**src/rtl/mult_div_pkg.sv**
```systemverilog
// Shared definitions for the MultDiv datapath: legal lookahead slice widths,
// stage-count derivation and the result flag bundle.
package mult_div_pkg;

  localparam int SLICE_NARROW = 4;
  localparam int SLICE_WIDE   = 8;

  typedef struct packed {
    logic cout;
    logic overflow;
    logic zero;
  } flags_t;

  function automatic bit slice_is_legal(input int slice);
    return (slice == SLICE_NARROW) || (slice == SLICE_WIDE);
  endfunction

  function automatic int num_stages(input int width, input int slice);
    return width / slice;
  endfunction

endpackage

```
**src/rtl/cla_slice.sv**
```systemverilog
// SLICE-bit carry-lookahead block: every internal carry is a flat sum of
// generate/propagate products, so no carry ripples bit to bit.
module cla_slice #(
  parameter int SLICE = 8
) (
  input  logic [SLICE-1:0] a,
  input  logic [SLICE-1:0] b,
  input  logic             cin,
  output logic [SLICE-1:0] sum,
  output logic             grp_p,
  output logic             grp_g,
  output logic             c_msb
);

  logic [SLICE-1:0] p;
  logic [SLICE-1:0] g;
  logic [SLICE:0]   c;
  logic             prod;
  logic             gprod;
  logic             g_acc;

  assign p = a ^ b;
  assign g = a & b;

  // c[i] = (p[i-1..0] & cin) | OR_j (g[j] & p[i-1..j+1])
  always_comb begin
    c    = '0;
    prod = 1'b0;
    for (int i = 0; i <= SLICE; i++) begin
      prod = cin;
      for (int j = 0; j < i; j++) prod = prod & p[j];
      c[i] = prod;
      for (int j = 0; j < i; j++) begin
        prod = g[j];
        for (int k = j + 1; k < i; k++) prod = prod & p[k];
        c[i] = c[i] | prod;
      end
    end
  end

  always_comb begin
    g_acc = 1'b0;
    gprod = 1'b0;
    for (int j = 0; j < SLICE; j++) begin
      gprod = g[j];
      for (int k = j + 1; k < SLICE; k++) gprod = gprod & p[k];
      g_acc = g_acc | gprod;
    end
  end

  assign sum   = p ^ c[SLICE-1:0];
  assign grp_p = &p;
  assign grp_g = g_acc;
  assign c_msb = c[SLICE-1];

endmodule

```
**src/rtl/pipelined_cla_adder.sv**
```systemverilog
// Pipelined adder/subtractor: one lookahead slice per stage, inter-slice carry
// registered, operands skewed alongside; a single global stall gives backpressure.
module pipelined_cla_adder
  import mult_div_pkg::*;
#(
  parameter int WIDTH = 32,
  parameter int SLICE = 8
) (
  input  logic             clock,
  input  logic             reset,
  input  logic             in_valid,
  output logic             in_ready,
  input  logic [WIDTH-1:0] data_operandA,
  input  logic [WIDTH-1:0] data_operandB,
  input  logic             data_cin,
  input  logic             sub,
  output logic             out_valid,
  input  logic             out_ready,
  output logic [WIDTH-1:0] sum,
  output logic             cout,
  output logic             overflow,
  output logic             zero
);

  localparam int N = num_stages(WIDTH, SLICE);

  if (!slice_is_legal(SLICE)) begin : g_bad_slice
    $error("pipelined_cla_adder: SLICE must be 4 or 8");
  end
  if (WIDTH % SLICE != 0) begin : g_bad_width
    $error("pipelined_cla_adder: WIDTH must be a multiple of SLICE");
  end

  // Level k feeds stage k; level 0 is the acceptance register.
  logic             vld_q [N];
  logic             cy_q  [N];
  logic [WIDTH-1:0] a_q   [N];
  logic [WIDTH-1:0] b_q   [N];
  logic [WIDTH-1:0] res_q [N];

  logic [SLICE-1:0] sl_sum  [N];
  logic             sl_p    [N];
  logic             sl_g    [N];
  logic             sl_cmsb [N];
  logic             sl_co   [N];
  logic [WIDTH-1:0] res_d   [N];

  logic             out_valid_q;
  logic [WIDTH-1:0] sum_q;
  flags_t           flags_q;
  logic             advance;

  assign advance = !out_valid_q || out_ready;

  for (genvar gi = 0; gi < N; gi++) begin : g_stage
    cla_slice #(.SLICE(SLICE)) u_slice (
      .a     (a_q[gi][SLICE*gi +: SLICE]),
      .b     (b_q[gi][SLICE*gi +: SLICE]),
      .cin   (cy_q[gi]),
      .sum   (sl_sum[gi]),
      .grp_p (sl_p[gi]),
      .grp_g (sl_g[gi]),
      .c_msb (sl_cmsb[gi])
    );
    assign sl_co[gi] = sl_g[gi] | (sl_p[gi] & cy_q[gi]);
    // Result bits at and above this slice are still zero, so OR-in is exact.
    assign res_d[gi] = res_q[gi] | (WIDTH'(sl_sum[gi]) << (SLICE * gi));
  end

  always_ff @(posedge clock) begin
    if (reset) begin
      for (int k = 0; k < N; k++) begin
        vld_q[k] <= 1'b0;
        cy_q[k]  <= 1'b0;
        a_q[k]   <= '0;
        b_q[k]   <= '0;
        res_q[k] <= '0;
      end
      out_valid_q <= 1'b0;
      sum_q       <= '0;
      flags_q     <= '0;
    end else if (advance) begin
      vld_q[0] <= in_valid;
      cy_q[0]  <= sub | data_cin;
      a_q[0]   <= data_operandA;
      b_q[0]   <= sub ? ~data_operandB : data_operandB;
      res_q[0] <= '0;
      for (int k = 1; k < N; k++) begin
        vld_q[k] <= vld_q[k-1];
        cy_q[k]  <= sl_co[k-1];
        a_q[k]   <= a_q[k-1];
        b_q[k]   <= b_q[k-1];
        res_q[k] <= res_d[k-1];
      end
      out_valid_q <= vld_q[N-1];
      // Hold the last result across bubbles so idle outputs stay clean.
      if (vld_q[N-1]) begin
        sum_q            <= res_d[N-1];
        flags_q.cout     <= sl_co[N-1];
        flags_q.overflow <= sl_co[N-1] ^ sl_cmsb[N-1];
        flags_q.zero     <= (res_d[N-1] == '0);
      end
    end
  end

  assign in_ready  = advance;
  assign out_valid = out_valid_q;
  assign sum       = sum_q;
  assign cout      = flags_q.cout;
  assign overflow  = flags_q.overflow;
  assign zero      = flags_q.zero;

endmodule
```
**config.mk**
```make
export PLATFORM = sky130hd
export DESIGN_NAME = pipelined_cla_adder
export DESIGN_NICKNAME = d
export VERILOG_FILES = /design/src/rtl/mult_div_pkg.sv /design/src/rtl/cla_slice.sv /design/src/rtl/pipelined_cla_adder.sv
export SDC_FILE = /design/constraint.sdc
export NUM_CORES = 1
export LEC_CHECK = 0
export ABC_CLOCK_PERIOD_IN_PS = 3400
export BUFFER_PORTS_ARGS = -buffer_cell sky130_fd_sc_hd__buf_2
export CAP_MARGIN = 20
export CORE_ASPECT_RATIO = 0.9
export CORE_MARGIN = 2
export CORE_UTILIZATION = 40
export CTS_CLUSTER_DIAMETER = 40
export DETAILED_ROUTE_END_ITERATION = 10
export PLACE_DENSITY = 0.64
export SLEW_MARGIN = 30
export SYNTH_ARGS = -nofsm -noshare
export SYNTH_HDL_FRONTEND = slang
export SYNTH_SLANG_ARGS = --single-unit
```
**constraint.sdc**
```tcl
create_clock -name clock -period 3.4 [get_ports clock]
set_input_delay 0.17 -clock clock [delete_from_list [all_inputs] [get_ports clock]]
set_output_delay 0.17 -clock clock [all_outputs]
set_load 0.05 [all_outputs]
```
======== Word-level counts from Yosys, hierarchy flattened ========
Memory sizes are Yosys's and may differ from the RTL's.
Cells that the tools add are included.
cells by class
  equal/unequal tests ..................... 0
  bitwise operators ....................... 327
  $lt $le $gt $ge ......................... 0
  div/mod/pow operators ................... 0
  shift-type cells ........................ 0
  $mul .................................... 0
  add/sub/neg operators ................... 0
  reduce and logical (&&, ||, !) cells .... 8
  mux-type cells .......................... 26
operator list
  operator                      count
  2-to-1 mux 32 bit             13
  bitwise OR 1 bit              165
  AND 1 bit                     144
  bitwise XOR 8 bit             8
  AND 8 bit                     4
  logical NOT 32 bit            1
  NOT 32 bit                    1
  bitwise OR 32 x 16 -> 32 bit  1
  bitwise OR 32 x 24 -> 32 bit  1
  bitwise OR 32 bit             1
  bitwise OR 32 x 8 -> 32 bit   1
  AND reduction 8 bit           4
  2-to-1 mux 1 bit              13
  AND reduction 2 bit           1
  logical NOT 1 bit             1
  logical OR 1 bit              1
  bitwise XOR 1 bit             1
storage, ports and cells
  memory bits (read-only) ................. 0
  bits in registers ....................... 36
  word-level logic and storage cells ...... 371
  output and inout bits ................... 37
  bits in latches ......................... 0
  input port bits ......................... 70
  RAM bits ................................ 392
  memories kept ........................... 5
memory list
  memory  depth  bits a word  rd ports  clocked after Yosys merged registers in  write ports  line                       source
  a_q     4      32           4         0                                        4            pipelined_cla_adder.sv:37  logic [WIDTH-1:0] a_q [N];
  b_q     4      32           4         0                                        4            pipelined_cla_adder.sv:38  logic [WIDTH-1:0] b_q [N];
  res_q   4      32           4         0                                        4            pipelined_cla_adder.sv:39  logic [WIDTH-1:0] res_q [N];
  cy_q    4      1            4         0                                        4            pipelined_cla_adder.sv:36  logic cy_q [N];
  vld_q   4      1            4         0                                        4            pipelined_cla_adder.sv:35  logic vld_q [N];

======== Depth between registers and ports, before layout ========
  depth after elaboration ................. 18
  gate-level depth with buffers ........... 8
  gate-level depth less buffers ........... 8

======== By module ========
Synthesis repeated with hierarchy kept, for this count alone.
second synthesis, totals
  cells, all modules ...................... 844
  area, all modules ....................... 10931.7 µm²
modules (own cells, without submodules)
  module                               times used  area an instance (µm²)  cells each
  pipelined_cla_adder                  1           9495.4                  668
  cla_slice at g_stage[1].u_slice ...  3           354.1                   45
  cla_slice at g_stage[0].u_slice      1           374.1                   41

======== Least setup slack after synthesis ========
OpenSTA, ideal clock, no wires.
  kind .................................... reg-to-reg
  from .................................... register out_valid_q, in the netlist out_valid (read register of vld_q)
  to ...................................... memory a_q[0][0] (enable)
  path slack .............................. -0.574 ns
  arrival ................................. 3.487 ns
  data required time ...................... 2.913 ns
  stages on the path, launching flop included .. 4
  path through ............................ dfxtp_1 -> nand2b_1 -> buf_4 -> or2_2
RTL lines
  item         line                       source
  from (decl)  pipelined_cla_adder.sv:48  logic out_valid_q;
  to (decl)    pipelined_cla_adder.sv:37

==> run metrics <==
H-tree levels=2; Hold Worst Slack=0.0152 ns; leading area contributor after synthesis=edfxtp_1; largest net degree at the start of global routing=163; number of fill cells in the layout=2284; grt ovf=0; Crit. End Element=register; RePlAce Congestion=0.755; final cell utilization of the core=0.510; syn_nets=940; worst vdd ir=0.388 mV; number of synthesized register bits=252; pre-CTS setup slack=1.20 ns; Pleak=0.00559 uW; CTS Root Cell=clkbuf_16; PD cells=560 nW/um^2; Post-Synthesis Cell Area=10700 um^2; xor/xnor share of the synthesized area=0.0391; register area share after synthesis=0.670; period utilization=0.653; critical path data required time=3.74 ns; max_slew headroom=0.374; fmax=0.450 GHz; antenna-violating nets left=0; met2 usage=0.189; ant diodes=0; Die Span Y=160 um; WL/cell=13.3 um; Global Route Usage Sum=0.130; placed cell count=1253; Post-CTS Setup Bufs=0; P&R area growth vs syn=24.3%; share of cells above drive strength 1=0.180; routed vias=6345; initial antenna violation count=0; Yosys top cell area share=0.603; largest family of logic cells by synthesized area=simple AND/OR/NAND/NOR gates; Slew @ Worst Pin=0.939 ns; DRT Pass-1 Iters=5; vias in the first global route=6054; YS warnings=0; Cell Rows=56; Critical Path Fanout Max=3; Residual DRC=0; M1 GR Usage=0.191; die width=177 um; compound-gate portion of the synthesized area=0.0510; Post-synth top flop=edfxtp_1; unrepaired setup endpoints after global routing=false; Initial Util=0.410; status=finished, final reports clean; Nets=1109; Finished Layout Cells=1372; post-synthesis cell type count=43; GR Util met3=0.0251; Worst-Skew Late Latency=0.51 ns; Final WS setup=1.18 ns; placeable core region=26200 um^2; post-route setup TNS=0 ns; crit path launch type=register; final hold vios=0; die area=28200 um^2; Synth Area per Inst=13.0 um^2; fin. max-slew vios=0; Synth area leaders=edfxtp_1 (60%), and2_1 (9.2%), dfxtp_1 (6.7%); portion of netlist area occupied by mux cells=0; Critical Path AT=2.56 ns; Worst Hold Class=in -> reg; critical path class=reg -> reg; clock transition at the registers of the reported paths=0.05 ns; Port Buffer Count=106; Starting DRT DRC Count=467; post-synthesis adder-cell area fraction=0.0494; EDFF count, synth=216; Routed WL=18300 um; first-pass GRT wire length=29900 um; synth cell count leaders=edfxtp_1 (216), and2_1 (158), nor2_1 (66); Post-synth ARST share=0; simple-gate share of the synthesized area=0.170; Synth Instances=830; TritonCTS clock tree=built; post-DP HPWL=11300 um; IO Count=107; top-count cell post-synth=edfxtp_1; setup violators final=0; skew final=0.0103 ns; min cycle time layout=2.22 ns; DR vias/cell=4.62; TritonCTS Buffers=34; max-cap check violation count=0; Max Root-Sink Buffers=3; Sink Count=252; Top Usage Layer GRT=met1
## layout by cell type, fill, tap and decap left out, drive strengths merged, types with 11 or more instances in the layout
| cell type | count |
|---|---|
| edfxtp | 216 |
| and2 | 160 |
| buf | 115 |
| nor2 | 66 |
| nand2 | 62 |
| dlygate4sd3 | 58 |
| a21oi | 53 |
| xnor2 | 41 |
| clkbuf | 40 |
| ha | 36 |
| dfxtp | 36 |
| inv | 20 |
| nor3 | 15 |
| o21ai | 14 |
| nand3 | 11 |
## repair_timing
item / CTS / global route
hold buffers: 58 / 0
resized for setup: 0 / 0
endpoints found under the hold margin: 58 / 0
## where the power goes
group	internal, uW	total (uW)	switching, uW
logic	237	484	246
clock network	2090	3410	1320
registers	3530	3590	53.5
## path summary, 6_finish.rpt
check / cells past startpoint / startpoint / slack [ns] / to
worst max register to register: 8 / b_q[0][0]$_SDFFCE_PN0P_ / 1.18 / res_q[1][7]$_SDFFCE_PN0P_
worst min-delay path: 3 / data_operandB[25] / 0.02 / b_q[0][25]$_SDFFCE_PN0P_
worst min register to register: 2 / sum[10]$_SDFFE_PP0P_ / 0.45 / sum[10]$_SDFFE_PP0P_
worst max-delay path: 8 / b_q[0][0]$_SDFFCE_PN0P_ / 1.18 / res_q[1][7]$_SDFFCE_PN0P_
## sequential cells by signal (all words and copies together), names as in the netlist
| signal | count |
|---|---|
| a_q | 80 |
| b_q | 80 |
| cout | 1 |
| cy_q | 4 |
| out_valid | 1 |
| overflow | 1 |
| res_q | 48 |
| sum | 32 |
| vld_q | 4 |
| zero | 1 |
## cell families (layout without fill, tap and decap cells)
family,after synthesis,count (layout)
simple gates,345,345
fa+ha+maj,40,40
flops,252,252
buf+inv,53,247
xor+xnor,48,48
compound gates,92,92
## critical path: stages (launching register included)
cell      delay (ns)
edfxtp_1        0.39
ha_1            0.33
ha_1            0.18
o21a_1          0.18
o21ai_1         0.18
a21oi_1         0.14
o31a_1          0.33
o21a_1          0.18
nor3_1          0.15
## layout make-up
cell class | count | area [um^2] | share of cell area
clock buffer | 40 | 908 | 0.0680
clock inverter | 21 | 200 | 0.0150
inverter | 13 | 48.8 | 0.00365
multi-input combinational | 525 | 3340 | 0.250
sequential | 252 | 7210 | 0.539
tap | 348 | 435 | 0.0326
timing repair buffer | 173 | 1220 | 0.0910
## routing by layer
layer | up-vias | wire [um]
met2 | 160 | 7810
met1 | 2901 | 9180
met4 | 0 | 454
li1 | 3248 | -
met3 | 36 | 857
met5 | - | 0
## metrics by stage
stage | cell area, um^2 | power, uW
floorplan | 10800 | 3940
global placement | 11700 | 4080
detailed placement | 11700 | 4090
CTS | 13400 | 7570
global route | 13400 | 7760
finish | 13400 | 7480
No activity file was read; power rests on OpenSTA's default activity.
